### config.mk
export PLATFORM = sky130hd
export DESIGN_NAME = stopwatch_display_flat
export DESIGN_NICKNAME = d
export VERILOG_FILES = /design/src/rtl/stopwatch_display_if.sv /design/src/rtl/stopwatch_display.sv /design/src/flat_wrapper.sv
export SDC_FILE = /design/constraint.sdc
export NUM_CORES = 1
export LEC_CHECK = 0
export BUFFER_PORTS_ARGS = -buffer_cell sky130_fd_sc_hd__buf_2
export CORE_ASPECT_RATIO = 1.75
export CORE_MARGIN = 3
export CORE_UTILIZATION = 35
export DETAILED_ROUTE_END_ITERATION = 10
export PLACE_DENSITY_LB_ADDON = 0.25
export SETUP_SLACK_MARGIN = 0.05
export SLEW_MARGIN = 10
export SYNTH_ARGS = -nofsm -noshare
export SYNTH_HDL_FRONTEND = slang
export SYNTH_SLANG_ARGS = --single-unit
### constraint.sdc
create_clock -name clk -period 3.45 [get_ports clk]
set_clock_uncertainty 0.15 [all_clocks]
set_input_delay 1.035 -clock clk [delete_from_list [all_inputs] [get_ports clk]]
set_output_delay 1.035 -clock clk [all_outputs]
set_load 0.05 [all_outputs]
### src/rtl/stopwatch_display_if.sv
// Stopwatch display bus: BCD digits from the counter, scanned segment/anode lines to the board.
// Latency: none (bundle of wires only).
// Backpressure: none; digits are sampled once per frame, outputs are free-running.
// Ports: d0..d3 BCD digits (d0 rightmost), an active-low anodes,
//        seg active-low {g,f,e,d,c,b,a}, dp active-low decimal point.
interface stopwatch_display_if;
  logic [3:0] d0;
  logic [3:0] d1;
  logic [3:0] d2;
  logic [3:0] d3;
  logic [3:0] an;
  logic [6:0] seg;
  logic       dp;

  // master: the stopwatch counter side, supplies digits and sees the display lines
  modport master (output d0, d1, d2, d3, input an, seg, dp);
  // slave: the display driver
  modport slave  (input d0, d1, d2, d3, output an, seg, dp);
endinterface

### src/rtl/stopwatch_display.sv
// Four-digit multiplexed common-anode seven-segment driver with per-frame digit snapshot,
// leading-zero blanking, fixed decimal point and an all-off guard time at each slot start.
// Latency: outputs registered, one cycle behind prescaler/select/shadow state; no backpressure.
// Ports: clk (system clock), reset (async active-high), sw (slave modport: d0..d3 in, an/seg/dp out).
module stopwatch_display #(
  parameter int REFRESH_DIV = 100000,  // cycles per digit slot, >= 4
  parameter int GUARD       = 16,      // all-anodes-off cycles at slot start, < REFRESH_DIV
  parameter int DP_POS      = 2,       // digit index whose decimal point is lit
  parameter int BLANK_LZ    = 1        // 1 enables leading-zero blanking
) (
  input  logic                clk,
  input  logic                reset,
  stopwatch_display_if.slave  sw
);

  localparam int              PW        = (REFRESH_DIV > 1) ? $clog2(REFRESH_DIV) : 1;
  localparam logic [PW-1:0]   PRESC_MAX = PW'(REFRESH_DIV - 1);

  logic [PW-1:0]     presc_q, presc_d;
  logic [1:0]        sel_q, sel_d;
  logic [3:0][3:0]   shadow_q, shadow_d;
  logic [3:0]        an_q, an_d;
  logic [6:0]        seg_q, seg_d;
  logic              dp_q, dp_d;

  logic              tick;
  logic [3:0]        digit;
  logic [3:0]        zero_up;   // zero_up[k]: digits k..3 of the shadow are all zero
  logic              blank;
  logic              in_guard;

  function automatic logic [6:0] decode7(input logic [3:0] v);
    logic [6:0] s;
    case (v)
      4'd0:    s = 7'b1000000;
      4'd1:    s = 7'b1111001;
      4'd2:    s = 7'b0100100;
      4'd3:    s = 7'b0110000;
      4'd4:    s = 7'b0011001;
      4'd5:    s = 7'b0010010;
      4'd6:    s = 7'b0000010;
      4'd7:    s = 7'b1111000;
      4'd8:    s = 7'b0000000;
      4'd9:    s = 7'b0010000;
      default: s = 7'b0111111;  // invalid BCD shows a dash
    endcase
    return s;
  endfunction

  always_comb begin
    tick    = (presc_q == PRESC_MAX);
    presc_d = tick ? '0 : presc_q + PW'(1);
    sel_d   = tick ? sel_q + 2'd1 : sel_q;

    // Snapshot only on the edge that closes slot 3, so a frame never mixes old and new digits.
    shadow_d = shadow_q;
    if (tick && (sel_q == 2'd3)) begin
      shadow_d = {sw.d3, sw.d2, sw.d1, sw.d0};
    end

    digit = shadow_q[sel_q];

    zero_up[3] = (shadow_q[3] == 4'd0);
    for (int k = 2; k >= 0; k--) begin
      zero_up[k] = zero_up[k+1] && (shadow_q[k] == 4'd0);
    end

    // Digits left of the decimal point blank while they and everything above them are zero;
    // digit 0 always shows.
    blank = (BLANK_LZ != 0) && (sel_q != 2'd0) && (int'(sel_q) > DP_POS) && zero_up[sel_q];

    in_guard = (int'(presc_q) < GUARD);

    an_d  = 4'b1111;
    seg_d = 7'b1111111;
    dp_d  = 1'b1;
    if (!in_guard) begin
      an_d  = ~(4'b0001 << sel_q);
      seg_d = blank ? 7'b1111111 : decode7(digit);
      dp_d  = !((int'(sel_q) == DP_POS) && !blank);
    end
  end

  always_ff @(posedge clk or posedge reset) begin
    if (reset) begin
      presc_q  <= '0;
      sel_q    <= 2'd0;
      shadow_q <= '0;
      an_q     <= 4'b1111;
      seg_q    <= 7'b1111111;
      dp_q     <= 1'b1;
    end else begin
      presc_q  <= presc_d;
      sel_q    <= sel_d;
      shadow_q <= shadow_d;
      an_q     <= an_d;
      seg_q    <= seg_d;
      dp_q     <= dp_d;
    end
  end

  assign sw.an  = an_q;
  assign sw.seg = seg_q;
  assign sw.dp  = dp_q;

endmodule
### src/flat_wrapper.sv
// flat-port wrapper written by rule: the top's interface ports become plain ports
module stopwatch_display_flat 
#(
  parameter int REFRESH_DIV = 100000,                                
  parameter int GUARD       = 16,                                                           
  parameter int DP_POS      = 2,                                                
  parameter int BLANK_LZ    = 1                                          
)
  (clk, reset, sw_d0, sw_d1, sw_d2, sw_d3, sw_an, sw_seg, sw_dp);
  stopwatch_display_if sw_i ();
  input  logic clk;
  input  logic reset;
  input wire logic [$bits(sw_i.d0)-1:0] sw_d0;
  input wire logic [$bits(sw_i.d1)-1:0] sw_d1;
  input wire logic [$bits(sw_i.d2)-1:0] sw_d2;
  input wire logic [$bits(sw_i.d3)-1:0] sw_d3;
  output wire logic [$bits(sw_i.an)-1:0] sw_an;
  output wire logic [$bits(sw_i.seg)-1:0] sw_seg;
  output wire logic [$bits(sw_i.dp)-1:0] sw_dp;
  assign sw_i.d0 = sw_d0;
  assign sw_i.d1 = sw_d1;
  assign sw_i.d2 = sw_d2;
  assign sw_i.d3 = sw_d3;
  assign sw_an = sw_i.an;
  assign sw_seg = sw_i.seg;
  assign sw_dp = sw_i.dp;
  stopwatch_display #(.REFRESH_DIV(REFRESH_DIV), .GUARD(GUARD), .DP_POS(DP_POS), .BLANK_LZ(BLANK_LZ)) u_core (.clk(clk), .reset(reset), .sw(sw_i));
endmodule
[After elaboration in Yosys (flattened, before gate mapping)]
Memories as Yosys holds them, arrays and structs flattened.
Index checks and enable logic that the tools add are counted.
Cells by class
  shifts and indexed selects: 1
  bitwise logic cells: 1
  add/sub/neg operators: 2
  reduce and logical (&&, ||, !) cells: 14
  $lt $le $gt $ge: 3
  mux-type cells: 9
  equal/unequal tests: 3
Operators by type and width (count)
  $add A17 B1 Y17 const B: 1
  $eq A17 B17 Y1 const B: 1
  $lt A17 B5 Y1 const B: 1
  $mux W17: 1
  $logic_not A4 Y1: 4
  $mux W7: 2
  $bmux W4 S2: 1
  $mux W4: 2
  $logic_and A1 B1 Y1: 7
  $eq A2 B2 Y1 const B: 2
  $not A4 Y4: 1
  $shl A1 B2 Y4 const A: 1
  $lt A2 B3 Y1 const B: 1
  $add A2 B1 Y2 const B: 1
  $bmux W1 S2: 1
  $gt A2 B2 Y1 const B: 1
  $logic_not A1 Y1: 2
  $mux W1: 2
  $reduce_bool A2 Y1: 1
Word-level totals
  output and inout bits: 12
  register bits: 47
  input port bits: 18
  memories: 1
  ROM bits: 112
  logic and storage cells: 43
Memories
  (no name shown): words 16, bits a word 7, rd ports 1, clocked after Yosys merged registers in 0, wr ports 0, RTL line stopwatch_display.sv:34  | case (v)

[Longest topological paths before layout]
Gate-level depths: netlist of run 1.
  word-level depth: 11
  depth in mapped cells: 7
  mapped depth without buffers: 6

[Worst setup path after synthesis of run 1]
No wires, ideal clock.
  kind: register to output
  from: reg u_core.an_q[2], in the netlist u_core.sw.an[2]
  to: out sw_an[2]
  arrival time: 0.917 ns
  required time: 2.265 ns
  buffers on the path: 1
  stages on the path, launching flop included: 2
  path slack: 1.348 ns
  cells stage by stage: dfstp_2 buf_4
RTL lines
  start: declaration: RTL line stopwatch_display.sv:22  | logic [3:0] an_q, an_d;
  start signal: assignment: RTL line stopwatch_display.sv:96  | an_q <= an_d;
  end: declaration: RTL line flat_wrapper.sv:17  | output wire logic [$bits(sw_i.an)-1:0] sw_an;
No word-level cell between the ends.

[Worst setup path in the final report of run 1]
  from: reg u_core.sel_q[0]
  to: reg u_core.seg_q[4], in the netlist u_core.sw.seg[4]
Between the ends
  cells in the longest elaborated chain, start to end: 5
  elaborated cells on any way between the ends: 11
  classes of those cells: order compare: 1; mux: 6; reduce/logical: 3; memory: 1
RTL lines
  start: declaration: RTL line stopwatch_display.sv:20  | logic [1:0] sel_q, sel_d;
  start signal: assignment: RTL line stopwatch_display.sv:94  | sel_q <= sel_d;
  $bmux W4 S2, or another cell as far along: RTL line stopwatch_display.sv:61  | digit = shadow_q[sel_q];
  $mux W4 (not written as such), or another cell as far along: RTL line stopwatch_display.sv:61
  $mem_v2 Z16 W7 / $logic_and A1 B1 Y1 (equally long branches)
  $mux W7 (*): RTL line stopwatch_display.sv:79  | seg_d = blank ? 7'b1111111 : decode7(digit);
  $mux W7 (*): RTL line stopwatch_display.sv:77  | if (!in_guard) begin
  via u_core.seg_d[4]: RTL line stopwatch_display.sv:23  | logic [6:0] seg_q, seg_d;
  end signal: assignment: RTL line stopwatch_display.sv:97  | seg_q <= seg_d;
  end: declaration: RTL line stopwatch_display.sv:23
Mark *: on every way through the listed nets, which the timed path passes. The rest lies on a longest branch. The select of a mux whose other input is x is not followed.
A chain may end at the register's enable or synchronous reset.

==> impl_metrics.yaml, run 1 <==
die:
  io_pins: 30
  core_sq_um: 6539
  design.die.area_sq_um: 7791
  die_x_microns: 68.02
  die_h_microns: 114.5
  initial_core_util_pct: 36.03
  fp-row-count: 39
timing:
  rsz0062_at_grt: "no"
  tns_ns: 0
  post-route-period-util_pct: 66.72
  drv_slew: 0
  fin_ws_ns: 1.148
  tightest_slew_ns: 0.5668
  report.final.hold_viol_count: 0
  max-slew-margin-rel_pct: 62.21
  finalCriticalPeriod_ns: 2.302
  setup_viol: 0
  timing.fmax_mhz: 434.5
worst_setup_path:
  critPathMaxFanout: 9
  critPathCaptureType: "flop"
  startpoint_type: "flop"
  crit_type: "flop to flop"
  crit_required_ns: 3.50
  worst_ep_arrival_time_ns: 2.35
worst_hold_path:
  hp-class: "flop to flop"
clock_tree:
  cts_made_buffers: 5
  cts.htree.levels: 2
  cts.sinks: 46
  cts_buffer_depth: 2
  cts_root_buffer: "clkbuf_16"
  clkTransAtPathRegs_ns: 0.06
  cts_setup_buffers: 0
  insertion_delay_ns: 0.29
  cts_resized: 0
  cts_tree: "built"
  cts_hold_buf: 0
finish:
  drive_gt1_share_pct: 35.02
  antenna_cells: 0
  stdcell_area_sq_um: 2706
  syn2layout_area_growth_pct: 14.87
  nets: 245
  nFillCells: 652
  fin_util_pct: 41.39
place:
  portBuffers: 29
  place_area_sq_um: 2541
  gp_congestion: 0.7976
  dp_hpwl_mm: 3.216
  post-place-ws_ns: 1.141
routing:
  viasPerCell: 4.957
  drt.antenna.violating_nets: 0
  vias: 1482
  drtIter0Drc: 72
  drt-wirelength-per-cell_microns: 14.65
  drc: 0
  first_pass_iters: 4
  wl_mm: 4.379
power_and_ir_drop:
  p_int_mw: 0.9355
  p_sw_mw: 0.2641
  swShare_pct: 22.01
  pwr-share-comb_pct: 7.7
  peakVddDrop_uv: 238.6
  p_leak_nw: 1.233
  seqPwrFrac_pct: 47.7
  clkPwrFrac_pct: 44.6
  powerDensity_nw_per_um2: 443.3
  p_total_mw: 1.200
global_routing:
  gr-usage-met1_pct: 14.80
  grt_antenna_before_repair: 0
  grt_overflow: 0
  grt_util_met3_pct: 3.536
  grt_max_degree: 47
  track_usage_pct: 13.20
  grt_pass1_vias: 1535
  gr-usage-met2_pct: 22.55
  grt_pass1_wl_mm: 7.624
  grt-busiest-layer: "met2"
synth:
  synth_cell_types: 42
  synth.most_common_cell: "dfrtp_1"
  synth_top_cells_by_count: "dfrtp_1, dfstp_2, ha_1, nand2_1, nor2_1"
  syn_avg_cell_area_sq_um: 12.60
  synth_area_leader_cell: "dfrtp_1"
  synth-edff-count: 0
  synth-seq-cells: 46
  yosys_warnings: 0
  synth_largest_type_area_fraction_pct: 37.17
  synthArstFlopShare_pct: 100.0
  syn-cell-area_sq_um: 2356
  synthFlopType: "dfrtp_1"
  synth_nets: 216
  synth.area.top_cells: "dfrtp_1, dfstp_2, mux2_4"
  ys_seq_area_share_pct: 49.44
  netlist_instances: 187
run_status:
  status: "complete, no violations"
run:
  cap_violations: 0
[registers in the layout, summed over array words and instances (netlist names)]
signal,count
u_core.sw.seg,7
u_core.sw.an,4
u_core.sel_q,2
u_core.shadow_q,16
u_core.presc_q,17
[per-stage QoR]
| step | instances | hold WS (ns) |
|---|---|---|
| finish | 299 | 0.3332 |
| global route | 299 | 0.3625 |
| CTS | 299 | 0.3407 |
| detailed placement | 291 | 0.3347 |
| global placement | 291 | 0.3324 |
| floorplan | 187 | 0.2927 |
[path summary, 6_finish.rpt]
kind | start | to | slack (ns) | cells past startpoint
worst max-delay path | u_core.sel_q[0] | u_core.sw.seg[4] | 1.15 | 6
worst min-delay path | u_core.presc_q[0] | u_core.presc_q[0] | 0.33 | 1
worst max register to register | u_core.sel_q[0] | u_core.sw.seg[4] | 1.15 | 6
worst min register to register | u_core.presc_q[0] | u_core.presc_q[0] | 0.33 | 1
max in group asynchronous | reset | u_core.shadow_q[4] | 2.03 | 3
min in group asynchronous | reset | u_core.presc_q[6] | 0.72 | 3
[cells by family (layout without fill, tap and decap cells)]
| family | count (synthesis) | after routing | synth area share [%] |
|---|---|---|---|
| and+or+nand+nor | 64 | 64 | 16.46 |
| xor gates and xnor gates | 14 | 14 | 5.205 |
| buffers and inverters | 14 | 44 | 3.930 |
| muxes | 23 | 23 | 14.55 |
| AOI/OAI and AO/OA | 15 | 15 | 4.567 |
| adders and majority gates | 11 | 11 | 5.842 |
| DFF | 46 | 46 | 49.44 |
[power by group through the flow]
stage               Sequential (mW)  Combinational, mW  Clock (mW)
global placement              0.581             0.0934           0
floorplan                     0.604             0.0437           0
finish                        0.572             0.0921       0.535
global route                  0.574              0.102       0.581
CTS                           0.572             0.0944       0.552
detailed placement            0.581             0.0945           0
[cell usage in the layout (no fill, tap or decap), types with 2 or more instances in the layout]
cell type,Yosys,layout
nor3_1,3,3
mux2_2,7,7
mux4_2,3,3
xor2_1,8,8
nand2_1,11,11
nor4_1,5,5
a21oi_1,3,3
o211ai_1,4,4
clkbuf_16,0,5
clkinv_2,0,2
and4_1,2,2
ha_1,11,11
nand3_1,7,7
dfstp_2,11,11
nor2_1,11,11
buf_2,2,29
and2_1,3,3
inv_1,6,5
nor2b_1,5,5
xnor2_1,6,6
nand4_1,7,7
mux2i_1,2,2
o21ai_0,2,2
dfrtp_1,35,35
mux2_4,10,10
[routing by layer]
metal / vias up / share of wire (%) / wire length (microns)
met2: 23 / 56 / 2439
met3: 7 / 3.5 / 155
li1: 723 / - / -
met4: 0 / 2.2 / 97
met1: 729 / 39 / 1686
met5: - / 0 / 0
[cell type report]
cell class / count / area (sq um) / area share (%)
Clock inverter: 3 / 40.04 / 1.479
Timing Repair Buffer: 30 / 152.6 / 5.640
Sequential cell: 46 / 1165 / 43.04
Tap cell: 82 / 102.6 / 3.791
Clock buffer: 5 / 125.1 / 4.623
Inverter: 6 / 22.52 / 0.8322
Multi-Input combinational cell: 127 / 1099 / 40.59
[worst max-delay path, cell delays in order, from the launching register on]
cell and delay (ns):
dfrtp_1 0.57, mux4_1 0.67, inv_1 0.13, ha_1 0.20, nor3_1 0.07, o41ai_2 0.32
nand3_1 0.11
Power figures use the tool's default switching activity.
==> run 2, diff against run 1 <==
- clock period: 3.45 -> 2.41 ns (I/O delays scaled with it)
==> impl_metrics.yaml, run 2 (same netlist as run 1, synthesis figures left out) <==
run_status:
  status: "complete, no violations"
worst_setup_path:
  rrSetupSlack_ns: 0.28
  critPathCaptureType: "flop"
  slowest_stage: "mux4_1"
  critPathMaxFanout: 4
  startpoint_type: "flop"
  cp_cell_sequence: "mux4_1 > inv_1 > ha_1 > nor3_1 > o41ai_2 > nand3_1"
  crit_buf_inv: 1
  crit_required_ns: 2.46
  worst_ep_arrival_time_ns: 2.18
  rr_startpoint: "u_core.sel_q[0]"
  crit_type: "flop to flop"
  cpPeakStageDelay_ns: 0.64
  crit_family: "multiplexers"
  worstReg2RegEnd: "u_core.sw.seg[4]"
  r2r_cells: 6
global_routing:
  grt_overflow: 0
  grt_antenna_before_repair: 0
  track_usage_pct: 13.42
  grt_max_degree: 47
  grt_pass1_vias: 1603
  grt_pass1_wl_mm: 7.838
finish:
  layout.area.seq_sq_um: 1165
  multi_input_area_sq_um: 1099
  nets: 251
  largest_reg_flops: 17
  nFillCells: 651
  fin_util_pct: 42.38
  syn2layout_area_growth_pct: 17.63
  drive_gt1_share_pct: 36.32
  final_cell_mix: "dfrtp_1, buf_2"
  antenna_cells: 0
  largest-register: "u_core.presc_q"
  stdcell_area_sq_um: 2771
  fin_cells: 305
  mostFrequentLayoutCell: "dfrtp_1"
die:
  design.die.area_sq_um: 7791
  die_h_microns: 114.5
  io_pins: 30
  core_sq_um: 6539
  fp-row-count: 39
  die_x_microns: 68.02
  initial_core_util_pct: 36.03
timing:
  finalCriticalPeriod_ns: 2.133
  setup_viol: 0
  tightest_slew_ns: 0.3560
  tns_ns: 0
  post-route-period-util_pct: 88.50
  drv_slew: 0
  timing.fmax_mhz: 468.8
  max-slew-margin-rel_pct: 76.05
  rsz0062_at_grt: "no"
  report.final.hold_viol_count: 0
clock_tree:
  cts_buffer_depth: 2
  cts_made_buffers: 5
  cts_resized: 0
  cts_hold_buf: 0
  cts_root_buffer: "clkbuf_16"
  cts_setup_buffers: 0
  insertion_delay_ns: 0.28
  cts.sinks: 46
  cts_tree: "built"
  clkTransAtPathRegs_ns: 0.07
  cts.htree.levels: 2
place:
  dp_hpwl_mm: 3.411
  portBuffers: 29
  place_area_sq_um: 2599
  placedCellCount: 297
  gp_congestion: 0.7197
routing:
  first_pass_iters: 4
  drtIter0Drc: 49
  wl_mm: 4.589
  vias: 1521
  viasPerCell: 4.987
  drt-wirelength-per-cell_microns: 15.05
  topRoutingLayerUsed: "met4"
  wl_met1_mm: 1.833
  wl_met2_mm: 2.537
  drc: 0
  routed-wl-met3_microns: 132
  drt.antenna.violating_nets: 0
power_and_ir_drop:
  p_leak_nw: 1.268
  powerDensity_nw_per_um2: 630.9
  peakVddDrop_uv: 289.1
  p_total_mw: 1.749
worst_hold_path:
  hp-class: "input pin to async pin"
run:
  cap_violations: 0
-- run 2: changes by cell type in the layout (fill, tap and decap cells not counted), sizes merged --
cell | previous run | this run
buf | 30 | 36
clkinv | 3 | 1
clkbuf | 5 | 7
-- run 2: metrics by stage --
step / hold WS [ns] / worst slack (ns)
floorplan: 0.2927 / 0.3159
global placement: 0.3214 / 0.3182
detailed placement: 0.3224 / 0.2836
CTS: 0.3271 / 0.2673
global route: 0.3464 / 0.1978
finish: 0.3129 / 0.2771
-- run 2: worst max path at each step --
| stage | from | to | slack (ns) | cells after the start |
|---|---|---|---|---|
| after floorplan | u_core.sel_q[0] | u_core.sw.seg[4] | 0.32 | 7 |
| after global placement | u_core.sel_q[0] | u_core.sw.seg[4] | 0.32 | 6 |
| after detailed placement | u_core.sel_q[0] | u_core.sw.seg[4] | 0.28 | 6 |
| after CTS | u_core.sel_q[0] | u_core.sw.seg[4] | 0.27 | 6 |
| after global routing | u_core.sel_q[0] | u_core.sw.seg[4] | 0.20 | 6 |
| final | u_core.sel_q[0] | u_core.sw.seg[4] | 0.28 | 6 |
-- run 2: final cells by class --
| class | count | share of cell area (%) |
|---|---|---|
| clock buffer | 7 | 5.147 |
| clock inverter | 1 | 1.084 |
| inverter | 6 | 0.8126 |
| multi-input combinational | 127 | 39.64 |
| sequential | 46 | 42.03 |
| tap | 82 | 3.702 |
| timing repair buffer | 36 | 7.585 |
-- run 2: metal layers --
metal,GRT usage [%],vias up
met3,2.358,8
met5,0,-
li1,-,735
met2,23.39,29
met1,16.03,749
met4,4.781,0
-- run 2: tightest hold or removal path: cells and delay by family --
kind	cells	cell delay, ns
buffers and inverters	3	0.40
-- run 2: power by group --
group          internal [mW]  switching [mW]
logic                 0.0531          0.0823
registers              0.803          0.0161
clock network          0.518           0.276
total                   1.37           0.374
==> run 3, diff against run 2 <==
- PLACE_DENSITY: default -> 0.59
- PLACE_DENSITY_LB_ADDON: 0.25 -> default
==> impl_metrics.yaml, run 3 (same netlist as run 1, synthesis figures left out) <==
routing:
  viasPerCell: 4.951
  drt-wirelength-per-cell_microns: 14.38
  wl_mm: 4.385
  drt.antenna.violating_nets: 0
  drtIter0Drc: 40
  drc: 0
  vias: 1510
  first_pass_iters: 4
clock_tree:
  cts_made_buffers: 5
  cts_root_buffer: "clkbuf_16"
  cts_tree: "built"
  cts_resized: 0
  cts_setup_buffers: 0
  cts_buffer_depth: 2
  cts.htree.levels: 2
  cts.sinks: 46
  cts_hold_buf: 0
  insertion_delay_ns: 0.29
  clkTransAtPathRegs_ns: 0.06
die:
  die_h_microns: 114.5
  die_x_microns: 68.02
  initial_core_util_pct: 36.03
  fp-row-count: 39
  io_pins: 30
  design.die.area_sq_um: 7791
  core_sq_um: 6539
timing:
  report.final.hold_viol_count: 0
  drv_slew: 0
  finalCriticalPeriod_ns: 2.128
  tns_ns: 0
  post-route-period-util_pct: 88.29
  timing.fmax_mhz: 470.0
  max-slew-margin-rel_pct: 63.09
  tightest_slew_ns: 0.5502
  rsz0062_at_grt: "no"
  setup_viol: 0
global_routing:
  grt_pass1_vias: 1513
  grt_pass1_wl_mm: 7.320
  grt_overflow: 0
  grt_max_degree: 34
  grt_antenna_before_repair: 0
  track_usage_pct: 12.86
worst_setup_path:
  crit_type: "flop to flop"
  crit_required_ns: 2.47
  startpoint_type: "flop"
  worst_ep_arrival_time_ns: 2.18
  critPathMaxFanout: 4
  critPathCaptureType: "flop"
finish:
  largest_reg_flops: 17
  final_cell_mix: "dfrtp_1, buf_2"
  nets: 251
  antenna_cells: 0
  largest-register: "u_core.presc_q"
  syn2layout_area_growth_pct: 17.37
  drive_gt1_share_pct: 36.32
  mostFrequentLayoutCell: "dfrtp_1"
  fin_cells: 305
run_status:
  status: "complete, no violations"
run:
  cap_violations: 0
power_and_ir_drop:
  peakVddDrop_uv: 292.5
  p_leak_nw: 1.261
  powerDensity_nw_per_um2: 623.1
place:
  dp_hpwl_mm: 3.331
  portBuffers: 29
  gp_congestion: 0.8189
  placedCellCount: 297
worst_hold_path:
  hp-class: "input pin to async pin"
[run 3: cell count changes in the layout (fill, tap and decap cells not counted), sizes merged]
cell,previous run,this run
clkbuf,7,6
clkinvlp,0,1
[run 3: layout make-up]
class	instances	area, sq um
Fill cell	641	3774
Sequential cell	46	1165
Clock buffer	6	128.9
Clock inverter	2	37.54
Tap cell	82	102.6
Inverter	6	22.52
Timing Repair Buffer	36	210.2
Multi-Input combinational cell	127	1099
[run 3: through the flow]
step                      hold slack [ns]  utilization (%)  instance area [sq um]  power (mW)  setup slack, ns
after global routing               0.2989            42.29                   2765       1.786           0.1658
after floorplan                    0.2927                -                   2356      0.9275           0.3159
final                              0.2600            42.29                   2765       1.723           0.2823
after global placement             0.3301            39.74                   2599      0.9678           0.3369
after detailed placement           0.3396            39.74                   2599      0.9695           0.2736
after CTS                          0.2706            42.29                   2765       1.753           0.2742
[run 3: power breakdown]
group / switching [mW] / internal [mW]
Sequential: 0.0153 / 0.803
Clock: 0.281 / 0.489
Combinational: 0.0810 / 0.0531
Total: 0.377 / 1.35
[run 3: metal layers]
metal	routed length [microns]	global-route usage [%]	vias up
met5	0	0	-
met4	97	6.773	0
met3	156	3.438	8
met2	2449	21.78	22
met1	1682	14.18	744
li1	-	-	736
[run 3: final timing paths]
check | startpoint | end | slack [ns] | cells past startpoint
worst max register to register | u_core.sel_q[0] | u_core.sw.seg[4] | 0.28 | 6
worst min register to register | u_core.presc_q[0] | u_core.presc_q[0] | 0.34 | 1
worst min-delay path | reset | u_core.presc_q[5] | 0.26 | 2
max in group asynchronous | reset | u_core.sw.seg[0] | 1.29 | 3
min in group clk | u_core.presc_q[0] | u_core.presc_q[0] | 0.34 | 1
worst max-delay path | u_core.sel_q[0] | u_core.sw.seg[4] | 0.28 | 6
[run 3: worst max-delay path, stage by stage, from the launching register on]
cell and delay (ns):
dfrtp_1 0.43, mux4_1 0.65, inv_1 0.13, ha_1 0.20
nor3_1 0.07, o41ai_2 0.31, nand3_1 0.11
